$ cat config.mk
export PLATFORM = sky130hd
export DESIGN_NAME = rsp_s1_prep_ahbic_decode_mux
export DESIGN_NICKNAME = d
export VERILOG_FILES = /design/src/rtl/rsp_s1_prep_ahbic_decode_mux.sv
export SDC_FILE = /design/constraint.sdc
export NUM_CORES = 1
export LEC_CHECK = 0
export CORE_AREA = 8 8 79 81
export CTS_CLUSTER_DIAMETER = 150
export DETAILED_ROUTE_END_ITERATION = 16
export DIE_AREA = 0 0 87 89
export GPL_TIMING_DRIVEN = 0
export PLACE_DENSITY = 0.83
export SLEW_MARGIN = 15
export SYNTH_ARGS = -nofsm -noshare
export SYNTH_HDL_FRONTEND = slang
export SYNTH_SLANG_ARGS = --single-unit
export TNS_END_PERCENT = 20
$ cat constraint.sdc
create_clock -name HCLK -period 2.1 [get_ports HCLK]
set_clock_uncertainty 0.1 [all_clocks]
set_input_delay 0.315 -clock HCLK [delete_from_list [all_inputs] [get_ports HCLK]]
set_output_delay 0.315 -clock HCLK [all_outputs]
set_load 0.005 [all_outputs]
$ cat src/rtl/rsp_s1_prep_ahbic_decode_mux.sv
// Address decoder and response mux for one AHB layer of the rsp_s1_prep interconnect.
// Defining RSP_S1_PREP_AHBIC_TIMEOUT_EN adds a watchdog that ends hung data phases with ERROR.
module rsp_s1_prep_ahbic_decode_mux #(
    parameter int unsigned                 NUM_SLV     = 4,
    parameter int unsigned                 ADDR_W      = 32,
    parameter int unsigned                 DATA_W      = 32,
    parameter logic [NUM_SLV*ADDR_W-1:0]   SLV_BASE    = '0,
    parameter logic [NUM_SLV*ADDR_W-1:0]   SLV_MASK    = '0,
    parameter int unsigned                 TIMEOUT_CYC = 256
) (
    input  logic                        HCLK,
    input  logic                        HRESETn,
    input  logic                        HSEL,
    input  logic [ADDR_W-1:0]           HADDR,
    input  logic [1:0]                  HTRANS,
    input  logic                        HREADY,
    output logic [NUM_SLV-1:0]          HSELS,
    output logic                        HSELDEF,
    input  logic [NUM_SLV-1:0]          HREADYOUTS,
    input  logic [2*NUM_SLV-1:0]        HRESPS,
    input  logic [DATA_W*NUM_SLV-1:0]   HRDATAS,
    input  logic                        HREADYOUTDEF,
    input  logic [1:0]                  HRESPDEF,
    output logic                        HREADYOUT,
    output logic [1:0]                  HRESP,
    output logic [DATA_W-1:0]           HRDATA
);

    localparam int unsigned SEL_W = NUM_SLV + 1;

    logic [NUM_SLV-1:0] hung;
    logic [NUM_SLV-1:0] sels;
    logic               hit;
    logic [SEL_W-1:0]   dsel_q;
    logic               mux_rdy;
    logic [1:0]         mux_resp;
    logic [DATA_W-1:0]  mux_data;

    // Selects depend only on region match, not on transfer type.
    logic unused_htrans;
    assign unused_htrans = ^HTRANS;

    // Lowest matching index owns the address; a hung owner's region falls to the default slave.
    always_comb begin
        sels = '0;
        hit  = 1'b0;
        for (int i = 0; i < NUM_SLV; i++) begin
            if (!hit && ((HADDR & SLV_MASK[i*ADDR_W +: ADDR_W]) == SLV_BASE[i*ADDR_W +: ADDR_W])) begin
                hit     = 1'b1;
                sels[i] = HSEL & ~hung[i];
            end
        end
    end

    assign HSELS   = sels;
    assign HSELDEF = HSEL & ~|sels;

    // Data-phase owner advances only when the bus is ready.
    always_ff @(posedge HCLK or negedge HRESETn) begin
        if (!HRESETn) begin
            dsel_q <= '0;
        end else if (HREADY) begin
            dsel_q <= {HSELDEF, sels};
        end
    end

    always_comb begin
        mux_rdy  = 1'b1;
        mux_resp = 2'b00;
        mux_data = '0;
        for (int i = 0; i < NUM_SLV; i++) begin
            if (dsel_q[i]) begin
                mux_rdy  = HREADYOUTS[i];
                mux_resp = HRESPS[2*i +: 2];
                mux_data = HRDATAS[i*DATA_W +: DATA_W];
            end
        end
        if (dsel_q[NUM_SLV]) begin
            mux_rdy  = HREADYOUTDEF;
            mux_resp = HRESPDEF;
        end
    end

`ifdef RSP_S1_PREP_AHBIC_TIMEOUT_EN
    localparam int unsigned CNT_W = $clog2(TIMEOUT_CYC + 1);

    typedef enum logic [1:0] {WD_IDLE, WD_COUNT, WD_ERR1, WD_ERR2} wd_state_t;

    wd_state_t          wd_state;
    logic [CNT_W-1:0]   cnt;
    logic               stall;
    logic               timeout;

    // Only decoded slaves are watched; the default slave may stall indefinitely.
    assign stall   = (|dsel_q[NUM_SLV-1:0]) & ~(|(dsel_q[NUM_SLV-1:0] & HREADYOUTS));
    assign timeout = (wd_state == WD_COUNT) && stall && (cnt == CNT_W'(TIMEOUT_CYC - 1));

    always_ff @(posedge HCLK or negedge HRESETn) begin
        if (!HRESETn) begin
            wd_state <= WD_IDLE;
            cnt      <= '0;
        end else begin
            case (wd_state)
                WD_IDLE: begin
                    if (stall) begin
                        wd_state <= WD_COUNT;
                        cnt      <= CNT_W'(1);
                    end
                end
                WD_COUNT: begin
                    if (!stall) begin
                        wd_state <= WD_IDLE;
                        cnt      <= '0;
                    end else begin
                        cnt <= cnt + CNT_W'(1);
                        if (timeout) wd_state <= WD_ERR1;
                    end
                end
                WD_ERR1: wd_state <= WD_ERR2;
                WD_ERR2: begin
                    wd_state <= WD_IDLE;
                    cnt      <= '0;
                end
                default: wd_state <= WD_IDLE;
            endcase
        end
    end

    // Set on timeout of the owner; cleared once that slave finally reports ready.
    always_ff @(posedge HCLK or negedge HRESETn) begin
        if (!HRESETn) begin
            hung <= '0;
        end else begin
            hung <= (hung & ~HREADYOUTS) | (timeout ? dsel_q[NUM_SLV-1:0] : '0);
        end
    end

    always_comb begin
        HREADYOUT = mux_rdy;
        HRESP     = mux_resp;
        HRDATA    = mux_data;
        if (wd_state == WD_ERR1) begin
            HREADYOUT = 1'b0;
            HRESP     = 2'b01;
            HRDATA    = '0;
        end else if (wd_state == WD_ERR2) begin
            HREADYOUT = 1'b1;
            HRESP     = 2'b01;
            HRDATA    = '0;
        end
    end
`else
    localparam int unsigned UNUSED_TIMEOUT_CYC = TIMEOUT_CYC;

    assign hung      = '0;
    assign HREADYOUT = mux_rdy;
    assign HRESP     = mux_resp;
    assign HRDATA    = mux_data;
`endif

endmodule
== Yosys cells after proc, flatten, opt, wreduce, memory -nomap -nowiden ==
Index checks and enable logic that the tools add are counted.
Word-level totals
  output and inout port bits: 40
  flip-flop bits (word level): 1
  word-level logic and storage cells: 4
  input port bits: 181
Cells by class
  multiplexer cells: 3
Operators with widths (number)
  $mux 32: 1
  $mux 2: 1
  $mux 1: 1

== Logic depth before layout (Yosys ltp) ==
  word-level depth: 1
  gate-level depth with buffers: 2
  mapped depth without buffers: 1

== Worst setup path after synthesis ==
Ideal clock, no wire load.
  path kind: register to output
  start point: register dsel_q[0]
  end point: output HRDATA[10]
  cell stages (with the launch flop): 3
  arrival: 0.730 ns
  data required time: 1.685 ns
  slack: 0.955 ns
  buffers on the path: 1
  cell sequence: dfrtp_1 clkbuf_2 and2_2
On the way
  longest elaborated chain between the ends: 1
RTL lines
  start: declaration: line 34  | logic [SEL_W-1:0] dsel_q;
  start signal: assignment: line 63  | dsel_q <= {HSELDEF, sels};
  $mux 32: line 72  | if (dsel_q[i]) begin
  end: declaration: line 26  | output logic [DATA_W-1:0] HRDATA
Every way passes these cells.

== Worst setup path after layout ==
  start point: input HRDATAS[7]
  end point: output HRDATA[7]
On the way
  longest elaborated chain between the ends: 1
RTL lines
  start: declaration: line 21  | input logic [DATA_W*NUM_SLV-1:0] HRDATAS,
  $mux 32: line 72
Every way passes these cells.

==> flow_summary.json <==
{
  "grt_pass1_wl_um": 4250,
  "maxSlewViolCount": 0,
  "reg.largest.list": "dsel_q x1",
  "grt_start_max_net_pins": 11,
  "io_pins": 221,
  "yosys_warnings": 0,
  "path_class": "in2out",
  "placed_area_um2": 1190,
  "total_power_uw": 295,
  "dieHeight_um": 89,
  "post_drt_via_cell_ratio": 2.83,
  "cp.arrival_ns": 1.47,
  "peakVddDrop_mv": 0.139,
  "final_util_pct": 24.0,
  "yosysSeqAreaShare_pct": 7.04,
  "final_cell_area_um2": 1190,
  "period_needed_ns": 1.88,
  "dr.pass1.iters": 2,
  "period_share_pct": 89.7,
  "antenna_found_initial": 0,
  "drt_iter0_drc": 21,
  "diodes": 0,
  "regMostFlops": "dsel_q",
  "avgSynthCellArea_um2": 7.72,
  "overflow": 0,
  "hold_buffers": 0,
  "grt_pass1_vias": 675,
  "ff2ff_path_depth": 1,
  "hold_path_class": "in2async",
  "critPathCaptureType": "output port",
  "wl_per_cell_um": 15.5,
  "die-area_um2": 7740,
  "largest_reg_flops": 1,
  "drc": 0,
  "postCtsResizedCells": 0,
  "dp_hpwl_um": 2670,
  "fmax_mhz": 531,
  "hold_viol": 0,
  "cts.clk_slew.worst_paths_ns": 0,
  "ant_nets": 0,
  "critPathRequiredTime_ns": 1.68,
  "setup_slack_ns": 0.217,
  "std_cell_rows": 26,
  "start_kind": "input port",
  "post-cts-setup-buffers": 0,
  "grt_usage_pct": 7.34,
  "cap_violations": 0,
  "grt_setup_unrepaired": "false",
  "place_ws_ns": 0.211,
  "r2r_slack_ns": 1.13,
  "syn_area_um2": 355,
  "power_leakage_nw": 0.467,
  "syn_to_final_growth_pct": 236,
  "floorplan.initialDensity_pct": 7.14,
  "fin_nets": 306,
  "timing.rr.start": "dsel_q[0]",
  "setup_tns_ns": 0,
  "path_max_fanout": 1,
  "vias": 547,
  "synthCells": 46,
  "core_area_um2": 4980,
  "powerDensity_nw_per_um2": 247,
  "final-setup-viol-count": 0,
  "portBuffers": 74,
  "r2r_end": "dsel_q[0]",
  "wl_um": 3000,
  "yosysUniqueCellTypes": 7,
  "clock_latency_ns": 0,
  "ys_ff_latch": 1,
  "drive_above_1_share_pct": 35.0,
  "place_congestion": 0.672,
  "outcome": "finished, final reports clean",
  "die_x_um": 87
}
## stage by stage
stage / hold WS (ns) / instances
final: 0.377 / 193
after detailed placement: 0.381 / 193
after global routing: 0.388 / 193
after CTS: 0.381 / 193
after global placement: 0.378 / 193
after floorplan: -0.0806 / 49
## layout make-up
cell class	count	area, um2
timing repair buffer	74	741
buffer	8	52.6
fill	548	3780
multi-input combinational	40	289
tap	70	87.6
sequential	1	25.0
## cell usage after synthesis
cell | instances | area share [%]
buf_4 | 5 | 11
mux2_2 | 1 | 3.2
clkbuf_2 | 3 | 4.2
dfrtp_1 | 1 | 7.0
conb_1 | 1 | 1.1
and2_2 | 34 | 72
or2b_1 | 1 | 2.1
## worst max path at each step
| stage | from | to | slack [ns] | cells past startpoint |
|---|---|---|---|---|
| global route | dsel_q[0] | HRDATA[28] | 0.12 | 3 |
| detailed placement | dsel_q[0] | HRDATA[24] | 0.21 | 3 |
| finish | HRDATAS[7] | HRDATA[7] | 0.22 | 3 |
| CTS | dsel_q[0] | HRDATA[24] | 0.20 | 3 |
| floorplan | dsel_q[0] | HRDATA[10] | 0.96 | 2 |
| global placement | dsel_q[0] | HRDATA[24] | 0.21 | 3 |
## critical path: stages
cell	delay, ns
clkdlybuf4s50_1	0.46
and2_2	0.14
clkdlybuf4s50_1	0.56
## layer usage
layer	vias to the layer above	share of wire (%)	track usage (%)	wire length (um)
li1	280	-	-	-
met1	217	37	7.67	1100
met2	50	34	8.88	1010
met3	0	29	10.0	883
met4	0	0	0	0
met5	-	0	0	0
## cell families after synthesis
| family | Yosys count | synth area share [%] |
|---|---|---|
| DFF | 1 | 7.04 |
| muxes | 1 | 3.17 |
| buffers and inverters | 8 | 14.8 |
| other | 1 | 1.06 |
| and+or+nand+nor | 35 | 73.9 |
## placed cells by master, fill, tap and decap left out
cell type | Yosys | routed
clkbuf_2 | 3 | 3
clkdlybuf4s50_1 | 0 | 74
buf_4 | 5 | 5
mux2_2 | 1 | 1
or2b_1 | 1 | 1
dfrtp_1 | 1 | 1
conb_1 | 1 | 4
and2_2 | 34 | 34
## power breakdown
part | internal [mW] | leakage, nW | switching [mW]
clock network | 0 | 0 | 0
registers | 0.0215 | 0.0117 | 0.00465
logic | 0.192 | 0.455 | 0.0766
total | 0.213 | 0.467 | 0.0813
No activity file was read; power rests on OpenSTA's default activity.
